[config.mk]
export PLATFORM = sky130hd
export DESIGN_NAME = keypad_time_loader
export DESIGN_NICKNAME = d
export VERILOG_FILES = /design/src/rtl/keypad_time_loader.sv
export SDC_FILE = /design/constraint.sdc
export NUM_CORES = 1
export LEC_CHECK = 0
export CAP_MARGIN = 15
export CELL_PAD_IN_SITES_DETAIL_PLACEMENT = 0
export CELL_PAD_IN_SITES_GLOBAL_PLACEMENT = 2
export CORE_MARGIN = 2
export CORE_UTILIZATION = 35
export DETAILED_ROUTE_END_ITERATION = 6
export GPL_TIMING_DRIVEN = 0
export PLACE_DENSITY = 0.75
export SKIP_CTS_REPAIR_TIMING = 1
export SLEW_MARGIN = 20
export SYNTH_ARGS = -nofsm -noshare
export SYNTH_HDL_FRONTEND = slang
export SYNTH_SLANG_ARGS = --single-unit
[constraint.sdc]
create_clock -name clock -period 2.91 [get_ports clock]
set_clock_uncertainty 0.15 [all_clocks]
set_input_delay 0.7275 -clock clock [delete_from_list [all_inputs] [get_ports clock]]
set_output_delay 0.7275 -clock clock [all_outputs]
set_load 0.03 [all_outputs]
[src/rtl/keypad_time_loader.sv]
// Keypad receiver: debounces one-hot key presses and shifts each accepted
// digit into a 3-digit BCD cook time (min : sec_tens sec_ones).
module keypad_time_loader #(
  parameter int DEBOUNCE_CYCLES = 3,
  parameter int CNT_W           = 4
) (
  input  logic       clock,
  input  logic       resetn,
  input  logic [9:0] keys,
  input  logic       clearn,
  input  logic       load_en,
  output logic [3:0] min_bcd,
  output logic [3:0] sec_tens_bcd,
  output logic [3:0] sec_ones_bcd,
  output logic       key_strobe,
  output logic       time_nonzero
);

  typedef enum logic [1:0] {IDLE, PRESS, HELD, RELEASE} state_e;

  localparam logic [CNT_W-1:0] CNT_ONE  = CNT_W'(1);
  localparam logic [CNT_W-1:0] CNT_LAST = CNT_W'(DEBOUNCE_CYCLES - 1);

  logic [9:0]       keys_q;
  logic [9:0]       cand_q, cand_d;
  state_e           state_q, state_d;
  logic [CNT_W-1:0] cnt_q, cnt_d;
  logic [3:0]       min_q, min_d;
  logic [3:0]       tens_q, tens_d;
  logic [3:0]       ones_q, ones_d;
  logic             strobe_q, strobe_d;
  logic             nz_q, nz_d;

  logic             keys_any;
  logic             keys_onehot;
  logic             accept;
  logic [3:0]       cand_bcd;

  // x & (x-1) clears the lowest set bit; zero result means at most one bit set
  assign keys_any    = |keys_q;
  assign keys_onehot = keys_any && ((keys_q & (keys_q - 10'd1)) == 10'd0);

  always_comb begin
    cand_bcd = 4'd0;
    for (int k = 0; k < 10; k++) begin
      if (cand_q[k]) cand_bcd = 4'(k);
    end
  end

  always_comb begin
    state_d = state_q;
    cnt_d   = cnt_q;
    cand_d  = cand_q;
    accept  = 1'b0;
    case (state_q)
      IDLE: begin
        if (keys_onehot) begin
          cand_d  = keys_q;
          cnt_d   = CNT_ONE;
          state_d = PRESS;
        end else if (keys_any) begin
          state_d = HELD;
        end
      end
      PRESS: begin
        if (keys_q != cand_q) begin
          state_d = IDLE;
        end else if (cnt_q == CNT_LAST) begin
          accept  = 1'b1;
          state_d = HELD;
        end else begin
          cnt_d = cnt_q + CNT_ONE;
        end
      end
      HELD: begin
        if (!keys_any) begin
          cnt_d   = CNT_ONE;
          state_d = RELEASE;
        end
      end
      RELEASE: begin
        if (keys_any) begin
          state_d = HELD;
        end else if (cnt_q == CNT_LAST) begin
          state_d = IDLE;
        end else begin
          cnt_d = cnt_q + CNT_ONE;
        end
      end
      default: state_d = IDLE;
    endcase
  end

  // Clear beats accept; the FSM still consumes the press so it is not retried.
  always_comb begin
    min_d    = min_q;
    tens_d   = tens_q;
    ones_d   = ones_q;
    strobe_d = 1'b0;
    if (!clearn) begin
      min_d  = 4'd0;
      tens_d = 4'd0;
      ones_d = 4'd0;
    end else if (accept && load_en) begin
      min_d    = tens_q;
      tens_d   = ones_q;
      ones_d   = cand_bcd;
      strobe_d = 1'b1;
    end
    nz_d = |{min_q, tens_q, ones_q};
  end

  always_ff @(posedge clock or negedge resetn) begin
    if (!resetn) begin
      keys_q   <= '0;
      cand_q   <= '0;
      state_q  <= IDLE;
      cnt_q    <= '0;
      min_q    <= '0;
      tens_q   <= '0;
      ones_q   <= '0;
      strobe_q <= 1'b0;
      nz_q     <= 1'b0;
    end else begin
      keys_q   <= keys;
      cand_q   <= cand_d;
      state_q  <= state_d;
      cnt_q    <= cnt_d;
      min_q    <= min_d;
      tens_q   <= tens_d;
      ones_q   <= ones_d;
      strobe_q <= strobe_d;
      nz_q     <= nz_d;
    end
  end

  assign min_bcd      = min_q;
  assign sec_tens_bcd = tens_q;
  assign sec_ones_bcd = ones_q;
  assign key_strobe   = strobe_q;
  assign time_nonzero = nz_q;

endmodule

Word-level counts from Yosys, hierarchy flattened:

Index checks and enable logic that the tools add are counted.

* output and inout bits: 14
* input bits: 14
* word-level logic and storage cells: 68
* register bits: 40

* reduce and logical (&&, ||, !) cells: 9
* equality and inequality tests: 13
* add/sub/neg operators: 2
* bitwise logic cells: 1
* multiplexer cells: 34

Operator list (count)
* $mux 4: 18
* $mux 2: 8
* $pmux 4 s4: 1
* $reduce_or 12->1: 1
* $and 10x10->10: 1
* $logic_not 10->1: 1
* $ne 10x10->1: 1
* $reduce_or 10->1: 1
* $sub 10x1->10 const B: 1
* $ne 3x3->1 const B: 3
* $ne 2x2->1 const B: 4
* $pmux 2 s4: 1
* $reduce_and 4->1: 2
* $mux 1: 6
* $add 4x1->4 const B: 1
* $eq 2x2->1 const B: 2
* $eq 4x2->1 const B: 1
* $eq 2x1->1 const B: 1
* $logic_and 1x1->1: 2
* $logic_not 2->1: 1
* $ne 2x1->1 const B: 1
* $reduce_and 2->1: 1

Depth between registers and ports, before layout:

* depth in word-level cells: 11
* gate-level depth with buffers: 8
* mapped depth without buffers: 7

Worst setup path before layout:

OpenSTA, ideal clock, no wires.

* kind: reg2reg
* from: register keys_q[1]
* to: register cand_q[0]
* data arrival time: 2117 ps
* period minus slack after synthesis: 2392 ps
* stages on the path, launching flop included: 7
* slack: 518 ps
* required time: 2635 ps
* cell sequence: dfrtp_1 > or4_1 > or4_1 > a22oi_1 > nand3b_1 > buf_6 > mux2_4

* cells in the longest elaborated chain, start to end: 5
* elaborated cells on any way between the ends: 6
* classes of those cells: add/sub (1); bitwise (1); reduce/logical (4)

RTL lines
* start, declared: RTL line 24 `logic [9:0] keys_q;`
* start signal, assigned: RTL line 125 `keys_q <= keys;`
* $sub 10x1->10: RTL line 41 `assign keys_onehot = keys_any && ((keys_q & (keys_q - 10'd1)) == 10'd0);`
* $and 10x10->10: RTL line 41
* $logic_not 10->1: RTL line 41
* $logic_and 1x1->1 *: RTL line 41
* $reduce_and 2->1 (no source line) *
* end signal, assigned: RTL line 126 `cand_q <= cand_d;`
* end, declared: RTL line 25 `logic [9:0] cand_q, cand_d;`

Every way passes the cells marked *; elsewhere a longest branch is shown, timed or not.
A chain may end at the register's enable or synchronous reset.

Worst setup path after layout:

* from: register keys_q[6]
* to: register ones_q[1] (netlist: sec_ones_bcd[1])

* cells in the longest elaborated chain, start to end: 5

RTL lines
* $ne 10x10->1: RTL line 66 `if (keys_q != cand_q) begin`
* $mux 1: RTL line 66
* $mux 1: RTL line 55 `case (state_q)`
* $logic_and 1x1->1: RTL line 104 `end else if (accept && load_en) begin`
* $ne 2x1->1 (no source line)
* end signal, assigned: RTL line 131 `ones_q <= ones_d;`
* end, declared: RTL line 30 `logic [3:0] ones_q, ones_d;`

Every way passes these cells.

==> results list <==
- The run finished with clean final reports.
- For this block, the routed nets add up to between 3 and 4 mm of wire.
* Initial antenna violation count: 0
* Final hold vios: 0
- For this run, asynchronously set or reset flops after synthesis account for 100%.
* CTS Sinks: 40
- Counting distinct cell types in the post-synthesis netlist gives 46.
* Clock Path Buffers: 2
- Worst r2r src: keys_q[6]$_DFF_PN0_
- In this run the remaining antenna-violating nets after routing total 0.
* Pwr per Cell Area: 436 nW/um^2
- sky130_fd_sc_hd__dfrtp_1 takes more of the synthesized area than any other cell.
* Setup TNS: 0 ns
* Data required time of the critical path: slightly below 3 ns
- Pleak: just over 0.001 uW
- Starting density of the core: between 30% and 40%
- Critical path capture point type: register
- Post-synthesis area per instance: between 10 and 15 sq um
- The clock period could shrink to approximately 2.5 ns.
* Fraction of synthesized cell area taken by the top area cell type: between 50% and 60%
* First-pass GRT wire length: 6.51 mm
- Max-cap violations: 0
- The slowest stage of the critical path belongs to the cell sky130_fd_sc_hd__dfrtp_1.
- Clk slew on worst S/H paths: 0.08 ns
* Number of global-route vias before repair: ~1400
- The critical path in this run is classified as reg -> reg.
- After floorplanning, the core was sized to cover 5110 sq um.
* Number of top-level design ports: 28
* Half-perimeter wire length of the detailed placement result: approximately 2.8 mm
- Of the cells placed in the final design, the portion with a size suffix greater than 1 is about 15%.
- For this run the aggregate overflow at the end of global routing stands at 0.
* Sequential element share of the synthesized area: approximately 54%
- Pin count of the biggest net entering global routing: 22
- In this run, placement finished with an instance count of 250.
- Count of input and output buffers: 27
- The number of antenna diodes in the final layout is 0.
* Actual slew at the worst max-slew pin: ~0.62 ns
- Period utilization: between 80 and 90%
- Counting the fill cells in the layout gives roughly 500.
* Final number of max-transition violations: 0
- In this run the critical register-to-register path is captured at sec_ones_bcd[1]$_DFFE_PN0P_.
* Data arrival at the endpoint of the critical path: 2.58 ns
- Count of flip-flops with a built-in enable after synthesis: 0
* Largest delay share family, worst path: simple AND/OR/NAND/NOR gates
- The tightest min-delay check is of the in -> async type.
* Net count of the mapped netlist: ~170
- Worst path cell trace: xnor2_1, nand4_1, or3_1, nor3_1, a21boi_1, clkbuf_1, a32o_1
* Number of iterations in the first detailed-routing pass: 4
* Combined buffer and inverter count along the critical path: 1
* Routed WL per cell: between 10 and 15 um
- R2R depth: 7
* Std cell rows: 26
* Worst vdd rail ir drop: 184 uV
* Remaining design rule violation count: 0
- After synthesis the cells add up to 1850 sq um.
- GR Util All Layers: between 10% and 20%
- The most used flip-flop cell after synthesis is sky130_fd_sc_hd__dfrtp_1.
- After synthesis, the cell types taking the most area are sky130_fd_sc_hd__dfrtp_1, sky130_fd_sc_hd__mux2_4, sky130_fd_sc_hd__a22o_1.
* Buffer cell driving the clock tree root: sky130_fd_sc_hd__clkbuf_8
- From left edge to right edge, the die measures 76.7 um.
- Synth Register Bits: 40
- Die Height: roughly 77 um
- Cell count after synthesis: between 150 and 200
- Starting DRT DRC Count: 40
- GPL Wtd Cong: approximately 0.75
* RSZ-0062 raised after global routing: no
* Final #Nets: 203
- Measured against its own limit, the worst slew margin works out to approximately 58%.
* Number of buffers inserted during clock tree synthesis: 5
* Final cell count without fillers: around 260
- The worst register-to-register path has a setup slack of ~0.37 ns.
- The floorplan step defined a die boundary enclosing ~6000 sq um.
- TritonCTS clock tree: done
- Final setup violating endpoints: 0
- From synthesis to final layout, the design area changed by 25.9%.
- Vias per inst: just over 5
- The worst setup path is launched from a register.
* Worst path max stage delay: ~0.46 ns
- Clock latency at the later pin of the worst-skew pair: just under 0.3 ns
* Yosys warnings: 0
- For this block, the via count after detailed routing is approximately 1300.
- Highest fanout seen on the critical path: 10
* Number of levels the H-tree was split into: 2
* Peak clock frequency supported by timing: a little under 400 MHz
cell usage in the layout, fill, tap and decap left out, types with 2 or more instances in the layout:
cell type and n:
sky130_fd_sc_hd__xnor2_1 10, sky130_fd_sc_hd__nor2_1 6, sky130_fd_sc_hd__o21ai_1 3, sky130_fd_sc_hd__nor3_1 3
sky130_fd_sc_hd__a22oi_1 2, sky130_fd_sc_hd__clkbuf_1 2, sky130_fd_sc_hd__buf_2 2, sky130_fd_sc_hd__nand3_1 4
sky130_fd_sc_hd__a22o_1 10, sky130_fd_sc_hd__mux2_4 10, sky130_fd_sc_hd__nor4_1 6, sky130_fd_sc_hd__or4_1 2
sky130_fd_sc_hd__clkbuf_8 6, sky130_fd_sc_hd__inv_1 5, sky130_fd_sc_hd__nand4_1 3, sky130_fd_sc_hd__nand2_1 7
sky130_fd_sc_hd__a32o_1 2, sky130_fd_sc_hd__a21oi_1 5, sky130_fd_sc_hd__nand2b_1 2, sky130_fd_sc_hd__o31ai_1 2
sky130_fd_sc_hd__clkdlybuf4s50_1 26, sky130_fd_sc_hd__o21bai_1 2, sky130_fd_sc_hd__dfrtp_1 40, sky130_fd_sc_hd__ha_1 2
layout make-up:
class                   count  area, sq um  area share, %
flip-flops and latches     40         1000           43.0
multi-input cells         103          811           34.8
repair buffers             28          293           12.6
well taps                  70         87.6           3.76
clock buffers               7         86.3           3.71
inverters                   6         22.5          0.967
plain buffers               3         20.0          0.860
clock inverters             1         7.51          0.322
how the worst max path moves through the flow:
stage / end / cells after the start / from / slack (ns)
global route: sec_ones_bcd[2]$_DFFE_PN0P_ / 7 / keys_q[0]$_DFF_PN0_ / 0.17
CTS: sec_ones_bcd[1]$_DFFE_PN0P_ / 8 / cnt_q[0]$_DFFE_PN0P_ / 0.27
detailed placement: sec_ones_bcd[2]$_DFFE_PN0P_ / 8 / cnt_q[0]$_DFFE_PN0P_ / 0.30
floorplan: cand_q[0]$_DFFE_PN0P_ / 6 / keys_q[1]$_DFF_PN0_ / 0.52
global placement: state_q[1]$_DFFE_PN0P_ / 1 / resetn / 0.04
finish: sec_ones_bcd[1]$_DFFE_PN0P_ / 7 / keys_q[6]$_DFF_PN0_ / 0.37
cell usage after synthesis, drive strengths merged, types with 3 or more instances:
master	number
inv	6
nand2	7
nor2	6
dfrtp	40
nand4	3
xnor2	10
mux2	10
nor4	7
a21oi	6
a32o	3
o21ai	4
nand3	4
a22o	10
nor3	3
logic make-up after synthesis:
family / after synthesis / synth area share [%]
buf+inv: 9 / 2.30
flops: 40 / 54.1
compound gates: 36 / 15.0
simple gates: 44 / 13.8
mux: 10 / 8.12
xor+xnor: 10 / 4.74
fa+ha+maj: 3 / 1.89
metrics by stage:
step | total power (uW) | util (%) | area, sq um | setup WS (ns) | hold slack, ns
finish | 1010 | 45.6 | 2330 | 0.366 | 0.239
global route | 1070 | 45.6 | 2330 | 0.173 | 0.259
CTS | 1040 | 45.5 | 2320 | 0.273 | 0.247
detailed placement | 646 | 43.7 | 2230 | 0.304 | 0.371
global placement | 640 | 43.2 | 2210 | 0.0366 | 0.357
floorplan | 606 | - | 1850 | 0.518 | 0.282
state kept, by name (all words and copies together) (netlist names):
register and flops:
cand_q 10, keys_q 10, cnt_q 4, min_bcd 4, sec_ones_bcd 4, sec_tens_bcd 4, state_q 2, key_strobe 1
time_nonzero 1
layer usage:
metal,vias to the layer above,GRT usage [%],part of all wire (%)
li1,638,-,-
met1,648,17.1,43
met2,35,22.8,51
met3,5,4.24,4.3
met4,0,4.36,0.90
met5,-,0,0
power by group:
group	internal, uW	leakage (uW)	switching (uW)
clock network	193	0.0000445	189
logic	30.9	0.000446	24.7
registers	564	0.000530	14.0
total	787	0.00102	228
(Power assumes the default switching activity.)
